===== config.mk =====
export PLATFORM = sky130hd
export DESIGN_NAME = nine_st_fsm_seq_ctrl
export DESIGN_NICKNAME = d
export VERILOG_FILES = /design/src/rtl/nine_st_seq_pkg.sv /design/src/rtl/bit_serializer.sv /design/src/rtl/nine_st_fsm_seq_ctrl.sv
export SDC_FILE = /design/constraint.sdc
export NUM_CORES = 1
export LEC_CHECK = 0
export ABC_AREA = 1
export CAP_MARGIN = 20
export CORE_AREA = 4 4 97 99
export CTS_CLUSTER_SIZE = 10
export DETAILED_ROUTE_END_ITERATION = 6
export DIE_AREA = 0 0 101 103
export GPL_ROUTABILITY_DRIVEN = 0
export PLACE_DENSITY = 0.46
export SLEW_MARGIN = 20
export SYNTH_ARGS = -nofsm -noshare
export SYNTH_HDL_FRONTEND = slang
export SYNTH_SLANG_ARGS = --single-unit
export TNS_END_PERCENT = 5

===== constraint.sdc =====
create_clock -name i_clk -period 5 [get_ports i_clk]
set_clock_uncertainty 0.15 [all_clocks]
set_input_delay 1 -clock i_clk [delete_from_list [all_inputs] [get_ports i_clk]]
set_output_delay 1 -clock i_clk [all_outputs]
set_load 0.01 [all_outputs]

===== src/rtl/nine_st_seq_pkg.sv =====
// Shared state encoding and default sizing for the nine-state run detector sequencer.
package nine_st_seq_pkg;

    localparam int WIDTH_DEF = 16;
    localparam int CNT_W_DEF = 5;

    typedef enum logic [2:0] {
        S_IDLE  = 3'd0,
        S_CLR   = 3'd1,
        S_SHIFT = 3'd2,
        S_DRAIN = 3'd3,
        S_FIN   = 3'd4
    } state_t;

endpackage


===== src/rtl/bit_serializer.sv =====
// Pattern register that issues one bit per shift, LSB first, and counts issued bits.
module bit_serializer #(
    parameter int WIDTH = 16,
    parameter int CNT_W = 5
) (
    input  logic             i_clk,
    input  logic             i_rst,
    input  logic             i_load,
    input  logic             i_shift,
    input  logic [WIDTH-1:0] i_data,
    input  logic [CNT_W-1:0] i_len,
    output logic             o_bit,
    output logic             o_last,
    output logic [CNT_W-1:0] o_len,
    output logic [CNT_W-1:0] o_cnt
);

    logic [WIDTH-1:0] r_pat;
    logic [CNT_W-1:0] r_len;
    logic [CNT_W-1:0] r_cnt;

    // r_cnt counts bits already issued, so o_bit is always the next bit to go out
    always_ff @(posedge i_clk or posedge i_rst) begin
        if (i_rst) begin
            r_pat <= '0;
            r_len <= '0;
            r_cnt <= '0;
        end else if (i_load) begin
            r_pat <= i_data;
            r_len <= i_len;
            r_cnt <= '0;
        end else if (i_shift) begin
            r_pat <= r_pat >> 1;
            r_cnt <= r_cnt + CNT_W'(1);
        end
    end

    assign o_bit  = r_pat[0];
    assign o_last = (r_cnt == r_len);
    assign o_len  = r_len;
    assign o_cnt  = r_cnt;

endmodule


===== src/rtl/nine_st_fsm_seq_ctrl.sv =====
// Run sequencer for nine_st_fsm: clears the detector, streams a pattern into
// its ONE/ZERO strobes LSB first and counts OUT assertions into HITS.
//
// state   | meaning
// S_IDLE  | waiting for START; HITS holds last result
// S_CLR   | FSM_RST strobe to the detector
// S_SHIFT | one pattern bit per cycle on ONE/ZERO
// S_DRAIN | strobes quiet, catches the detector's last lagging OUT
// S_FIN   | DONE pulse
module nine_st_fsm_seq_ctrl
    import nine_st_seq_pkg::*;
#(
    parameter int WIDTH = WIDTH_DEF,
    parameter int CNT_W = CNT_W_DEF
) (
    input  logic             i_clk,
    input  logic             i_reset,
    input  logic             i_start,
    input  logic             i_abort,
    input  logic [WIDTH-1:0] i_data,
    input  logic [CNT_W-1:0] i_len,
    input  logic             i_det,
    output logic             o_fsm_rst,
    output logic             o_one,
    output logic             o_zero,
    output logic             o_busy,
    output logic             o_done,
    output logic [CNT_W-1:0] o_hits
);

    localparam logic [CNT_W-1:0] LEN_MAX  = CNT_W'(WIDTH);
    localparam logic [CNT_W-1:0] HITS_MAX = '1;

    state_t           r_state;
    state_t           w_next;
    logic             w_load;
    logic             w_shift;
    logic             w_abort_exit;
    logic             w_sample;
    logic [CNT_W-1:0] w_len_clamped;
    logic             w_bit;
    logic             w_last;
    logic [CNT_W-1:0] w_len;
    logic [CNT_W-1:0] w_cnt;

    logic             r_fsm_rst;
    logic             r_one;
    logic             r_zero;
    logic             r_busy;
    logic             r_done;
    logic [CNT_W-1:0] r_hits;

    assign w_len_clamped = (i_len > LEN_MAX) ? LEN_MAX : i_len;

    bit_serializer #(
        .WIDTH (WIDTH),
        .CNT_W (CNT_W)
    ) u_ser (
        .i_clk   (i_clk),
        .i_rst   (i_reset),
        .i_load  (w_load),
        .i_shift (w_shift),
        .i_data  (i_data),
        .i_len   (w_len_clamped),
        .o_bit   (w_bit),
        .o_last  (w_last),
        .o_len   (w_len),
        .o_cnt   (w_cnt)
    );

    always_ff @(posedge i_clk or posedge i_reset) begin
        if (i_reset) r_state <= S_IDLE;
        else         r_state <= w_next;
    end

    // w_shift fires on every edge that enters a SHIFT cycle, so the issued bit lands on ONE/ZERO for that cycle
    always_comb begin
        w_next       = r_state;
        w_load       = 1'b0;
        w_shift      = 1'b0;
        w_abort_exit = 1'b0;
        case (r_state)
            S_IDLE: begin
                if (i_start) begin
                    w_next = S_CLR;
                    w_load = 1'b1;
                end
            end
            S_CLR: begin
                if (i_abort) begin
                    w_next       = S_IDLE;
                    w_abort_exit = 1'b1;
                end else if (w_len == '0) begin
                    w_next = S_FIN;
                end else begin
                    w_next  = S_SHIFT;
                    w_shift = 1'b1;
                end
            end
            S_SHIFT: begin
                if (i_abort) begin
                    w_next       = S_IDLE;
                    w_abort_exit = 1'b1;
                end else if (w_last) begin
                    w_next = S_DRAIN;
                end else begin
                    w_shift = 1'b1;
                end
            end
            S_DRAIN: begin
                if (i_abort) begin
                    w_next       = S_IDLE;
                    w_abort_exit = 1'b1;
                end else begin
                    w_next = S_FIN;
                end
            end
            S_FIN:   w_next = S_IDLE;
            default: w_next = S_IDLE;
        endcase
    end

    // Detector OUT lags one cycle: skip the first SHIFT cycle, include DRAIN
    assign w_sample = ((r_state == S_SHIFT) && (w_cnt >= CNT_W'(2))) || (r_state == S_DRAIN);

    always_ff @(posedge i_clk or posedge i_reset) begin
        if (i_reset) begin
            r_fsm_rst <= 1'b0;
            r_one     <= 1'b0;
            r_zero    <= 1'b0;
            r_busy    <= 1'b0;
            r_done    <= 1'b0;
            r_hits    <= '0;
        end else begin
            r_fsm_rst <= (w_next == S_CLR) || w_abort_exit;
            r_one     <= w_shift & w_bit;
            r_zero    <= w_shift & ~w_bit;
            r_busy    <= (w_next != S_IDLE);
            r_done    <= (w_next == S_FIN);
            if (w_load)
                r_hits <= '0;
            else if (w_sample && i_det && (r_hits != HITS_MAX))
                r_hits <= r_hits + CNT_W'(1);
        end
    end

    assign o_fsm_rst = r_fsm_rst;
    assign o_one     = r_one;
    assign o_zero    = r_zero;
    assign o_busy    = r_busy;
    assign o_done    = r_done;
    assign o_hits    = r_hits;

endmodule


-- Word-level counts from Yosys, hierarchy flattened
Index checks and enable logic that the tools add are counted.
Widths: inputs -> output; s select.
- add/subtract/negate cells: 2
- $lt $le $gt $ge: 2
- equal/unequal tests: 7
- multiplexer cells: 23
- bitwise operators: 3
- reduce and logical (&&, ||, !) cells: 11
- operators by type and width (cell ; number):
    $mux 16 ; 2
    $mux 5 ; 5
    $mux 3 ; 6
    $pmux 3 s4 ; 1
    $add 5x1->5 const B ; 2
    $mux 1 ; 8
    $eq 3x1->1 const B ; 2
    $eq 3x2->1 const B ; 2
    $eq 5x5->1 ; 1
    $ge 5x2->1 const B ; 1
    $gt 5x5->1 const B ; 1
    $logic_not 5->1 ; 1
    $ne 5x5->1 const B ; 1
    $reduce_bool 2->1 ; 2
    $eq 3x3->1 const B ; 1
    $logic_and 1x1->1 ; 3
    $logic_not 3->1 ; 1
    $reduce_bool 3->1 ; 1
    $reduce_or 3->1 ; 1
    $and 1x1->1 ; 2
    $logic_or 1x1->1 ; 2
    $pmux 1 s2 ; 1
    $not 1->1 ; 1
- bits in registers: 39
- bits of input ports: 26
- output and inout bits: 10
- logic and storage cells: 58

-- Depth between registers and ports, before layout
Gate-level depths: netlist (run 1).
- depth after elaboration: 7
- mapped depth: 11
- mapped depth without buffers: 10

-- Cells and area by module
Synthesis (run 1) repeated with hierarchy kept, for this count alone.
- cells, all modules: 242
- area, all modules: 2008.2 µm²
- modules (own cells, without submodules) (module ; times used ; cells each ; area each (µm²) ; sequential area each (µm²)):
    bit_serializer ; 1 ; 151 ; 1307.5 ; 650.6
    nine_st_fsm_seq_ctrl ; 1 ; 91 ; 700.7 ; 325.3

-- Worst setup path before layout (run 1)
No wires, ideal clock.
- kind: in2reg
- from: in i_abort
- to: reg u_ser.r_pat[13]
- library setup time: 0.117 ns
- arrival time: 1.707 ns
- data required time: 4.733 ns
- slack: 3.025 ns
- stages: 5
- path buffers: 1
- cell sequence: nor4_4 -> nand2_4 -> buf_4 -> nand4_1 -> nand2_1
- longest elaborated chain between the ends: 3
- elaborated cells on any way between the ends: 4
- classes of those cells: mux (3); reduce/logical (1)
- ends and longest elaborated chain (item ; line ; source):
    from (decl) ; nine_st_fsm_seq_ctrl.sv:19 ; input logic i_abort,
    $mux 1 (on tied branches) ; nine_st_fsm_seq_ctrl.sv:101, nine_st_fsm_seq_ctrl.sv:90 ;
    $pmux 1 s2 * ; nine_st_fsm_seq_ctrl.sv:82 ; case (r_state)
    $reduce_bool 2->1 (no line) * ; - ;
    to (signal assigned) ; bit_serializer.sv:29 ; r_pat <= i_data;
    to (signal assigned) ; bit_serializer.sv:33 ; r_pat <= r_pat >> 1;
    to (decl) ; bit_serializer.sv:18 ; logic [WIDTH-1:0] r_pat;
Mark *: on every way between the ends. The rest lies on a longest branch, timed or not.
A chain may end at the register's enable or synchronous reset.

-- Worst setup path in the final report (run 1)
- from: in i_start
- to: reg r_hits[2] (netlist: o_hits[2])
- longest elaborated chain between the ends: 3
- elaborated cells on any way between the ends: 4
- classes of those cells: mux (3); reduce/logical (1)
- ends and longest elaborated chain (item ; line ; source):
    from (decl) ; nine_st_fsm_seq_ctrl.sv:18 ; input logic i_start,
    $mux 1 * ; nine_st_fsm_seq_ctrl.sv:84 ; if (i_start) begin
    $mux 1 * ; nine_st_fsm_seq_ctrl.sv:82 ;
    $mux 5 / $reduce_bool 2->1 (equally long branches) ; - ;
    to (signal assigned) ; nine_st_fsm_seq_ctrl.sv:143 ; r_hits <= r_hits + CNT_W'(1);
    to (decl) ; nine_st_fsm_seq_ctrl.sv:51 ; logic [CNT_W-1:0] r_hits;
Marked as above.

==> run summary, run 1 <==
outcome -> complete, no violations
Crit path max-delay family -> buffers and inverters
Num CTS Buffers -> 5
port bufs -> 35
Clock Latency Late Sink -> 0.29 ns
CP Buf/Inv Count -> 3
die width -> 101 um
CTS tree -> yes
grt ovf -> 0
RSZ-0062 raised after global routing -> false
# rows -> 34
slowest CP cell -> clkdlybuf4s50_1
Post-CTS Setup Inserts -> 0
per-cell routed wire length -> 11.8 um
Finished Core Util -> 30.3%
IO Pins -> 36
most frequent CP cell -> nand2_1
Max Freq -> 375 MHz
first-pass GRT wire length -> 8.49 mm
initial antenna violation count -> 0
Hold WS -> 0.312 ns
1st-pass router iterations -> 4
Post-Route WL -> 4.79 mm
critical path launch point -> i_start
Int Power -> 750 uW
final setup vio count -> 0
Sink Count -> 39
post-synth net total -> 295
Post-synth ARST share -> 100%
post_cts resized -> 0
register area share after synthesis -> 46.2%
gr usage total -> 10.1%
CP Capture Type -> flip-flop
RR Startpoint -> r_state[0]
DR vias -> 1758
Slew Viols, Final -> 0
slew margin rel. -> 64.1%
Root Buffer -> clkbuf_8
post-route ant nets -> 0
vias in the first global route -> 1797
layout cells sized above 1 -> 8.08%
logic gate share of total power -> 45.2%
number of synthesized flops with an enable pin -> 0
Worst Path Max Fanout -> 29
actual slew at the worst max-slew pin -> 0.539 ns
hold buffers post-CTS -> 0
crit start category -> input port
Cells after Synth -> 265
power per standard cell area -> 506 nW/um2
Sequential Power Share -> 38.9%
Net Sw Frac -> 42.8%
P_sw -> 561 uW
CP Data Arrival Time -> 2.70 ns
Leak -> 0.00130 uW
Power Total -> 1310 uW
H-tree Lvls -> 2
setup ws final -> 2.34 ns
slowest stage delay, CP -> 0.48 ns
Avg Cell Area, Syn -> 7.97 um2
Vias per Instance -> 4.34
WS Path Type -> in2reg
Sum Neg Setup Slack -> 0 ns
HPWL after detailed placement -> 3.29 mm
pin count of the biggest net entering global routing -> 40
endpoints failing hold -> 0
pre-CTS setup slack -> 2.00 ns
Final Critical Period -> 2.66 ns
Synth warnings -> 0
initial DRC count -> 81
Data required, critical path -> 5.03 ns
Die Area -> 10400 um2
flops & latches, synth -> 39
final period utilization -> 53.3%
peak supply drop -> 0.133 mV
clock share of power -> 15.8%
Synth-to-Final Area Change -> 22.9%
maxcap violations -> 0
critical path, cell by cell -> clkdlybuf4s50_1 -> nand3_2 -> buf_4 -> nand2_1 -> inv_1 -> nand2_1 -> nand2_1
# DRC -> 0
core area -> 8550 um2
cell area after synthesis -> 2110 um2
clk buf depth -> 2
Synth Flop Type -> dfrtp_1
clock-pin slew on the worst setup and hold paths -> 0.08 ns
number of antenna diodes -> 0
Distinct cells, synth -> 27
final net count -> 326
worst min path class -> reg2reg
HP Start -> u_ser.r_pat[0]
Die Y -> 103 um
initial core utilization -> 24.7%
final cells by class:
class	instances	area (um2)
clock inverters	1	5.00
fillers	920	5960
repair buffers	37	365
inverters	23	86.3
flip-flops and latches	39	976
well taps	108	135
clock buffers	7	76.3
multi-input cells	190	950
cell usage after synthesis, types with 4 or more instances:
cell type | instances | area [um2]
nand2_1 | 113 | 424
dfrtp_1 | 39 | 976
nand4_1 | 22 | 138
inv_1 | 16 | 60.1
nand3_1 | 14 | 70.1
nor2_1 | 11 | 41.3
inv_2 | 7 | 26.3
buf_4 | 6 | 45.0
xor2_1 | 5 | 43.8
buf_2 | 4 | 20.0
ha_1 | 4 | 50.1
through the flow:
step	instance area, um2	std cells
floorplan	2110	265
global placement	2510	397
detailed placement	2510	397
CTS	2590	405
global route	2590	405
finish	2590	405
layer usage:
layer	up-vias	global-route usage [%]	wire [um]
met2	31	16.9	2270
met3	4	2.77	203
met1	811	12.9	2260
li1	912	-	-
met4	0	3.07	61
met5	-	0	0
final timing paths:
path | to | slack, ns | cells past startpoint
min in group asynchronous | o_hits[2] | 1.00 | 3
setup / recovery | o_hits[2] | 2.34 | 7
max in group asynchronous | u_ser.o_len[1] | 3.34 | 3
setup reg to reg | o_hits[2] | 2.89 | 7
hold reg to reg | o_zero | 0.31 | 1
hold / removal | o_zero | 0.31 | 1
cells in the final DEF, fill, tap and decap left out, drive strengths merged:
master	netlist	routed
nand2	115	115
dfrtp	39	39
clkdlybuf4s50	0	35
inv	23	23
nand4	22	22
nand3	18	18
nor2	11	11
clkbuf	0	7
xor2	5	5
ha	4	4
a21oi	3	3
nor4	3	3
o21ai	2	2
o22ai	2	2
buf	13	2
nor3	2	2
xnor2	1	1
o31ai	1	1
a22o	1	1
clkinv	0	1
state kept, by name (all words and copies together), names as in the netlist:
register / flops
o_done: 1
r_state: 3
o_zero: 1
u_ser.o_len: 5
o_fsm_rst: 1
o_one: 1
u_ser.r_pat: 16
o_busy: 1
u_ser.o_cnt: 5
o_hits: 5
logic make-up after synthesis:
kind of cell	count (synthesis)	synth area share, %
adders and majority gates	4	2.37
xor gates and xnor gates	6	2.49
and+or+nand+nor	171	37.6
DFF	39	46.2
buffers and inverters	36	8.77
AOI/OAI and AO/OA	9	2.55
power groups by stage:
stage | Clock, uW | Combinational [uW] | Sequential [uW]
2_1_floorplan | 0 | 466 | 511
3_3_place_gp | 0 | 602 | 516
3_5_place_dp | 0 | 606 | 517
4_1_cts | 219 | 607 | 511
5_1_grt | 230 | 695 | 527
6_report | 208 | 593 | 511
Power figures use the tool's default switching activity.
==> run 2, diff against run 1 <==
==> constraint.sdc (replaced) <==
create_clock -name i_clk -period 2.47 [get_ports i_clk]
set_clock_uncertainty 0.15 [all_clocks]
set_input_delay 0.494 -clock i_clk [delete_from_list [all_inputs] [get_ports i_clk]]
set_output_delay 0.494 -clock i_clk [all_outputs]
set_load 0.01 [all_outputs]
==> run 2 against run 1 <==
  * First-iteration DRC count fell by 3.7%
  * Via count rose by 1.4%
  * Global-route usage rose by 0.18 points
  * Total power rose by 110%
  * Sequential share of layout area fell by 0.80 points
  * Clock power rose by 130%
  * Non-clock buffer count rose by 5
  * Worst hold slack improved by 0.0013 ns
  * Die area did not move
  * Utilization rose by 0.66 points
  * Critical path type is now reg2reg
  * Critical endpoint is now o_hits[1]
==> run summary, run 2 (synthesized netlist as in run 1, its figures left out) <==
Synth-to-Final Area Change -> 25.5%
Largest register FFs -> 16 (unchanged)
Post-CTS Setup Inserts -> 0 (unchanged)
endpoints failing hold -> 0 (unchanged)
critical path launch point -> o_hits[0]
initial core utilization -> 24.7% (unchanged)
Vias per Instance -> 4.35 (+0.19%)
clk buf depth -> 2 (unchanged)
WS Path Type -> reg2reg
Sum Neg Setup Slack -> 0 ns (unchanged)
Final Critical Period -> 2.07 ns
Hold WS -> 0.313 ns (+0.00132 ns)
vias in the first global route -> 1783 (-0.78%)
Num CTS Buffers -> 5 (unchanged)
final net count -> 331 (+1.5%)
DR vias -> 1783 (+1.4%)
Data required, critical path -> 2.51 ns (-2.52 ns)
Power Total -> 2780 uW (+110%)
Finished Core Util -> 31.0% (+0.66 points)
crit start category -> flip-flop
IO Pins -> 36 (unchanged)
RR Startpoint -> o_hits[0]
actual slew at the worst max-slew pin -> 0.508 ns (-0.0310 ns)
initial antenna violation count -> 0 (unchanged)
grt ovf -> 0 (unchanged)
Top reg by flops -> u_ser.r_pat
# rows -> 34 (unchanged)
post-route ant nets -> 0 (unchanged)
CTS tree -> yes
Max Freq -> 484 MHz
CP Data Arrival Time -> 2.11 ns (-0.59 ns)
per-cell routed wire length -> 11.9 um (+0.57%)
die width -> 101 um (unchanged)
HP Start -> u_ser.r_pat[0]
initial DRC count -> 78 (-3.7%)
HPWL after detailed placement -> 3.41 mm (+3.8%)
port bufs -> 35 (unchanged)
core area -> 8550 um2 (unchanged)
Die Y -> 103 um (unchanged)
Post-Route WL -> 4.88 mm (+1.8%)
gr usage total -> 10.3% (+0.18 points)
final period utilization -> 83.7%
# DRC -> 0 (unchanged)
1st-pass router iterations -> 4 (unchanged)
Sink Count -> 39 (unchanged)
final setup vio count -> 0 (unchanged)
slew margin rel. -> 66.2% (+2.1 points)
commonest non-fill, non-tap cell in the layout -> nand2_1
Die Area -> 10400 um2 (unchanged)
peak supply drop -> 0.317 mV (+140%)
Clock Latency Late Sink -> 0.30 ns (about the same)
Root Buffer -> clkbuf_8
commonest non-fill, non-tap cells in the layout -> nand2_1, dfrtp_1, clkdlybuf4s50_1
clock-pin slew on the worst setup and hold paths -> 0.08 ns (about the same)
H-tree Lvls -> 2 (unchanged)
worst min path class -> reg2reg
Leak -> 0.00134 uW (+2.5%)
outcome -> complete, no violations
post_cts resized -> 0 (unchanged)
power per standard cell area -> 1050 nW/um2 (+110%)
pin count of the biggest net entering global routing -> 40 (unchanged)
RSZ-0062 raised after global routing -> false
maxcap violations -> 0 (unchanged)
hold buffers post-CTS -> 0 (unchanged)
first-pass GRT wire length -> 8.49 mm (unchanged)
Slew Viols, Final -> 0 (unchanged)
CP Capture Type -> flip-flop
Worst Path Max Fanout -> 5 (-83%)
layout cells sized above 1 -> 9.93% (+1.9 points)
number of antenna diodes -> 0 (unchanged)
## run 2: changes by cell type in the layout (fill, tap and decap cells not counted), sizes merged
cell,delta
clkinv,-1
clkbuf,+1
buf,+5
## run 2: cell type report
class	instances	area, um2
inverters	23	86.3
multi-input cells	190	950
fillers	939	5900
clock buffers	8	100
flip-flops and latches	39	976
well taps	108	135
repair buffers	42	403
## run 2: layer usage
| layer | up-vias | track usage (%) | wire (um) |
|---|---|---|---|
| li1 | 927 | - | - |
| met1 | 821 | 13.0 | 2340 |
| met2 | 29 | 17.0 | 2240 |
| met4 | 0 | 4.29 | 93 |
| met3 | 6 | 2.50 | 201 |
| met5 | - | 0 | 0 |
## run 2: worst paths after layout
path,to,slack (ns),cells after the start
worst max-delay path,o_hits[1],0.40,10
worst min-delay path,o_zero,0.31,1
worst max register to register,o_hits[1],0.40,10
worst min register to register,o_zero,0.31,1
max in group asynchronous,u_ser.r_pat[2],1.33,3
min in group asynchronous,o_hits[1],0.46,3
## run 2: worst max-delay path: stages, from the launching register on
cell	delay, ns
dfrtp_1	0.44
ha_1	0.24
nand2_1	0.07
nor2_1	0.04
ha_1	0.18
nor4_2	0.35
nand2_1	0.09
nand2_1	0.14
inv_1	0.12
nand2_1	0.07
nand2_1	0.05
## run 2: where the power goes
group	total [uW]	internal, uW	leakage, uW	switching, uW
clock	482	255	0.0000515	227
combinational	1260	496	0.000774	760
sequential	1040	866	0.000511	178
total	2780	1620	0.00134	1170
## run 2: per-stage QoR
step                instance area, um2  setup slack, ns  std cells
floorplan                         2110            0.594        265
global placement                  2550            0.284        402
detailed placement                2550            0.281        402
CTS                               2650            0.403        410
global route                      2650            0.188        410
finish                            2650            0.402        410
==> run 3, diff against run 2 <==
==> constraint.sdc (replaced) <==
create_clock -name i_clk -period 2.01 [get_ports i_clk]
set_clock_uncertainty 0.15 [all_clocks]
set_input_delay 0.402 -clock i_clk [delete_from_list [all_inputs] [get_ports i_clk]]
set_output_delay 0.402 -clock i_clk [all_outputs]
set_load 0.01 [all_outputs]
==> run 3 against run 2 <==
  * Clock-buffer cell count shrank 2
  * Non-clock buffer count grew 10
  * Critical endpoint is now o_hits[0]
  * Die area is the same
  * Critical path depth shrank 8
==> run summary, run 3 (synthesized netlist as in run 1, its figures left out) <==
outcome -> complete, no violations
slowest stage delay, CP -> 0.53 ns (+0.09 ns)
Final Critical Period -> 1.86 ns
power per standard cell area -> 1260 nW/um2 (+20%)
per-cell routed wire length -> 11.7 um (-1.5%)
WS Path Type -> reg2out
# DRC -> 0 (unchanged)
DR vias -> 1820 (+2.1%)
Data required, critical path -> 1.46 ns (-1.05 ns)
Leak -> 0.00138 uW (+3.4%)
crit start category -> flip-flop
Sum Neg Setup Slack -> 0 ns (unchanged)
post-route ant nets -> 0 (unchanged)
pin count of the biggest net entering global routing -> 40 (unchanged)
HPWL after detailed placement -> 3.52 mm (+3.1%)
Max Freq -> 538 MHz
CTS tree -> yes
Largest register FFs -> 16 (unchanged)
Clock Latency Late Sink -> 0.29 ns (about the same)
grt ovf -> 0 (unchanged)
CP Capture Type -> output port
critical path, cell by cell -> buf_4 -> clkdlybuf4s50_1
fill count -> 906 (-3.5%)
Placed Cells -> 412 (+2.5%)
vias in the first global route -> 1797 (+0.79%)
initial DRC count -> 76 (-2.6%)
slew margin rel. -> 80.4% (+14 points)
Synth-to-Final Area Change -> 29.6%
first-pass GRT wire length -> 8.51 mm (+0.32%)
Top reg by flops -> u_ser.r_pat
1st-pass router iterations -> 4 (unchanged)
port bufs -> 35 (unchanged)
IO Pins -> 36 (unchanged)
Vias per Instance -> 4.35 (+0.12%)
final period utilization -> 92.5%
initial antenna violation count -> 0 (unchanged)
final setup vio count -> 0 (unchanged)
gr usage total -> 10.2% (-0.078 points)
clock-pin slew on the worst setup and hold paths -> 0.08 ns (about the same)
Worst Path Max Fanout -> 4 (-1)
DP Area -> 2660 um2 (+4.4%)
final net count -> 341 (+3.0%)
initial core utilization -> 24.7% (unchanged)
final std cells w/o fill -> 418 (+2.0%)
design area -> 2740 um2 (+3.2%)
H-tree Lvls -> 2 (unchanged)
Slew Viols, Final -> 0 (unchanged)
Post-Route WL -> 4.90 mm (+0.39%)
commonest non-fill, non-tap cells in the layout -> nand2_1, dfrtp_1, clkdlybuf4s50_1
Num CTS Buffers -> 5 (unchanged)
Sink Count -> 39 (unchanged)
layout cells sized above 1 -> 12.3% (+2.3 points)
number of antenna diodes -> 0 (unchanged)
RSZ-0062 raised after global routing -> false
core area -> 8550 um2 (unchanged)
commonest non-fill, non-tap cell in the layout -> nand2_1
CP Data Arrival Time -> 1.31 ns (-0.80 ns)
# rows -> 34 (unchanged)
actual slew at the worst max-slew pin -> 0.293 ns (-0.215 ns)
hold buffers post-CTS -> 0 (unchanged)
maxcap violations -> 0 (unchanged)
endpoints failing hold -> 0 (unchanged)
Root Buffer -> clkbuf_8
Die Area -> 10400 um2 (unchanged)
clk buf depth -> 2 (unchanged)
die width -> 101 um (unchanged)
slowest CP cell -> clkdlybuf4s50_1
peak supply drop -> 0.293 mV (-7.6%)
Die Y -> 103 um (unchanged)
worst min path class -> in2async
## run 3: changes by cell type in the layout (fill, tap and decap cells not counted), sizes merged
cell	delta
buf	+10
clkbuf	-2
## run 3: layout make-up
class | instances | area, um2 | share of cell area, %
repair buffers | 52 | 515 | 18.8
clock buffers | 6 | 72.6 | 2.65
well taps | 108 | 135 | 4.94
inverters | 23 | 86.3 | 3.16
multi-input cells | 190 | 950 | 34.7
flip-flops and latches | 39 | 976 | 35.7
## run 3: metrics by stage
stage | hold slack, ns | utilization (%) | worst slack, ns | total power [uW]
finish | 0.316 | 32.0 | 0.151 | 3460
global route | 0.334 | 32.0 | 0.0803 | 3790
CTS | 0.320 | 32.0 | 0.128 | 3520
detailed placement | 0.310 | 31.1 | 0.0325 | 3010
global placement | 0.310 | 31.1 | 0.0360 | 2990
floorplan | 0.273 | - | 0.134 | 2430
## run 3: repair_timing
| item | CTS | global route |
|---|---|---|
| buffers inserted | 0 | 0 |
| setup endpoints to repair | 0 | 5 |
| resized for setup | 0 | 0 |
## run 3: metal layers
layer	up-vias	GRT usage, %	routed length, um
li1	943	-	-
met1	839	13.1	2290
met2	33	16.4	2290
met3	5	2.91	230
met4	0	3.99	86
met5	-	0	0
## run 3: worst max-delay path, delay by kind of cell, from the launching register on
family / cells / cell delay, ns
flops: 1 / 0.36
buf+inv: 2 / 0.66
## run 3: report_power, final
| part | switching [uW] | leakage (uW) | internal (uW) |
|---|---|---|---|
| combinational | 964 | 0.000834 | 732 |
| sequential | 201 | 0.000511 | 1060 |
| clock | 266 | 0.0000371 | 232 |
| total | 1430 | 0.00138 | 2030 |
## run 3: path summary, 6_finish.rpt
path / start / endpoint / slack [ns] / cells after the start
max in group asynchronous: i_reset / o_one / 1.18 / 3
max: o_hits[0] / o_hits[0] / 0.15 / 2
max reg2reg: o_hits[0] / o_hits[2] / 0.31 / 10
min in group i_clk: u_ser.r_pat[0] / o_zero / 0.32 / 1
min reg2reg: u_ser.r_pat[0] / o_zero / 0.32 / 1
min: i_reset / o_hits[4] / 0.32 / 3
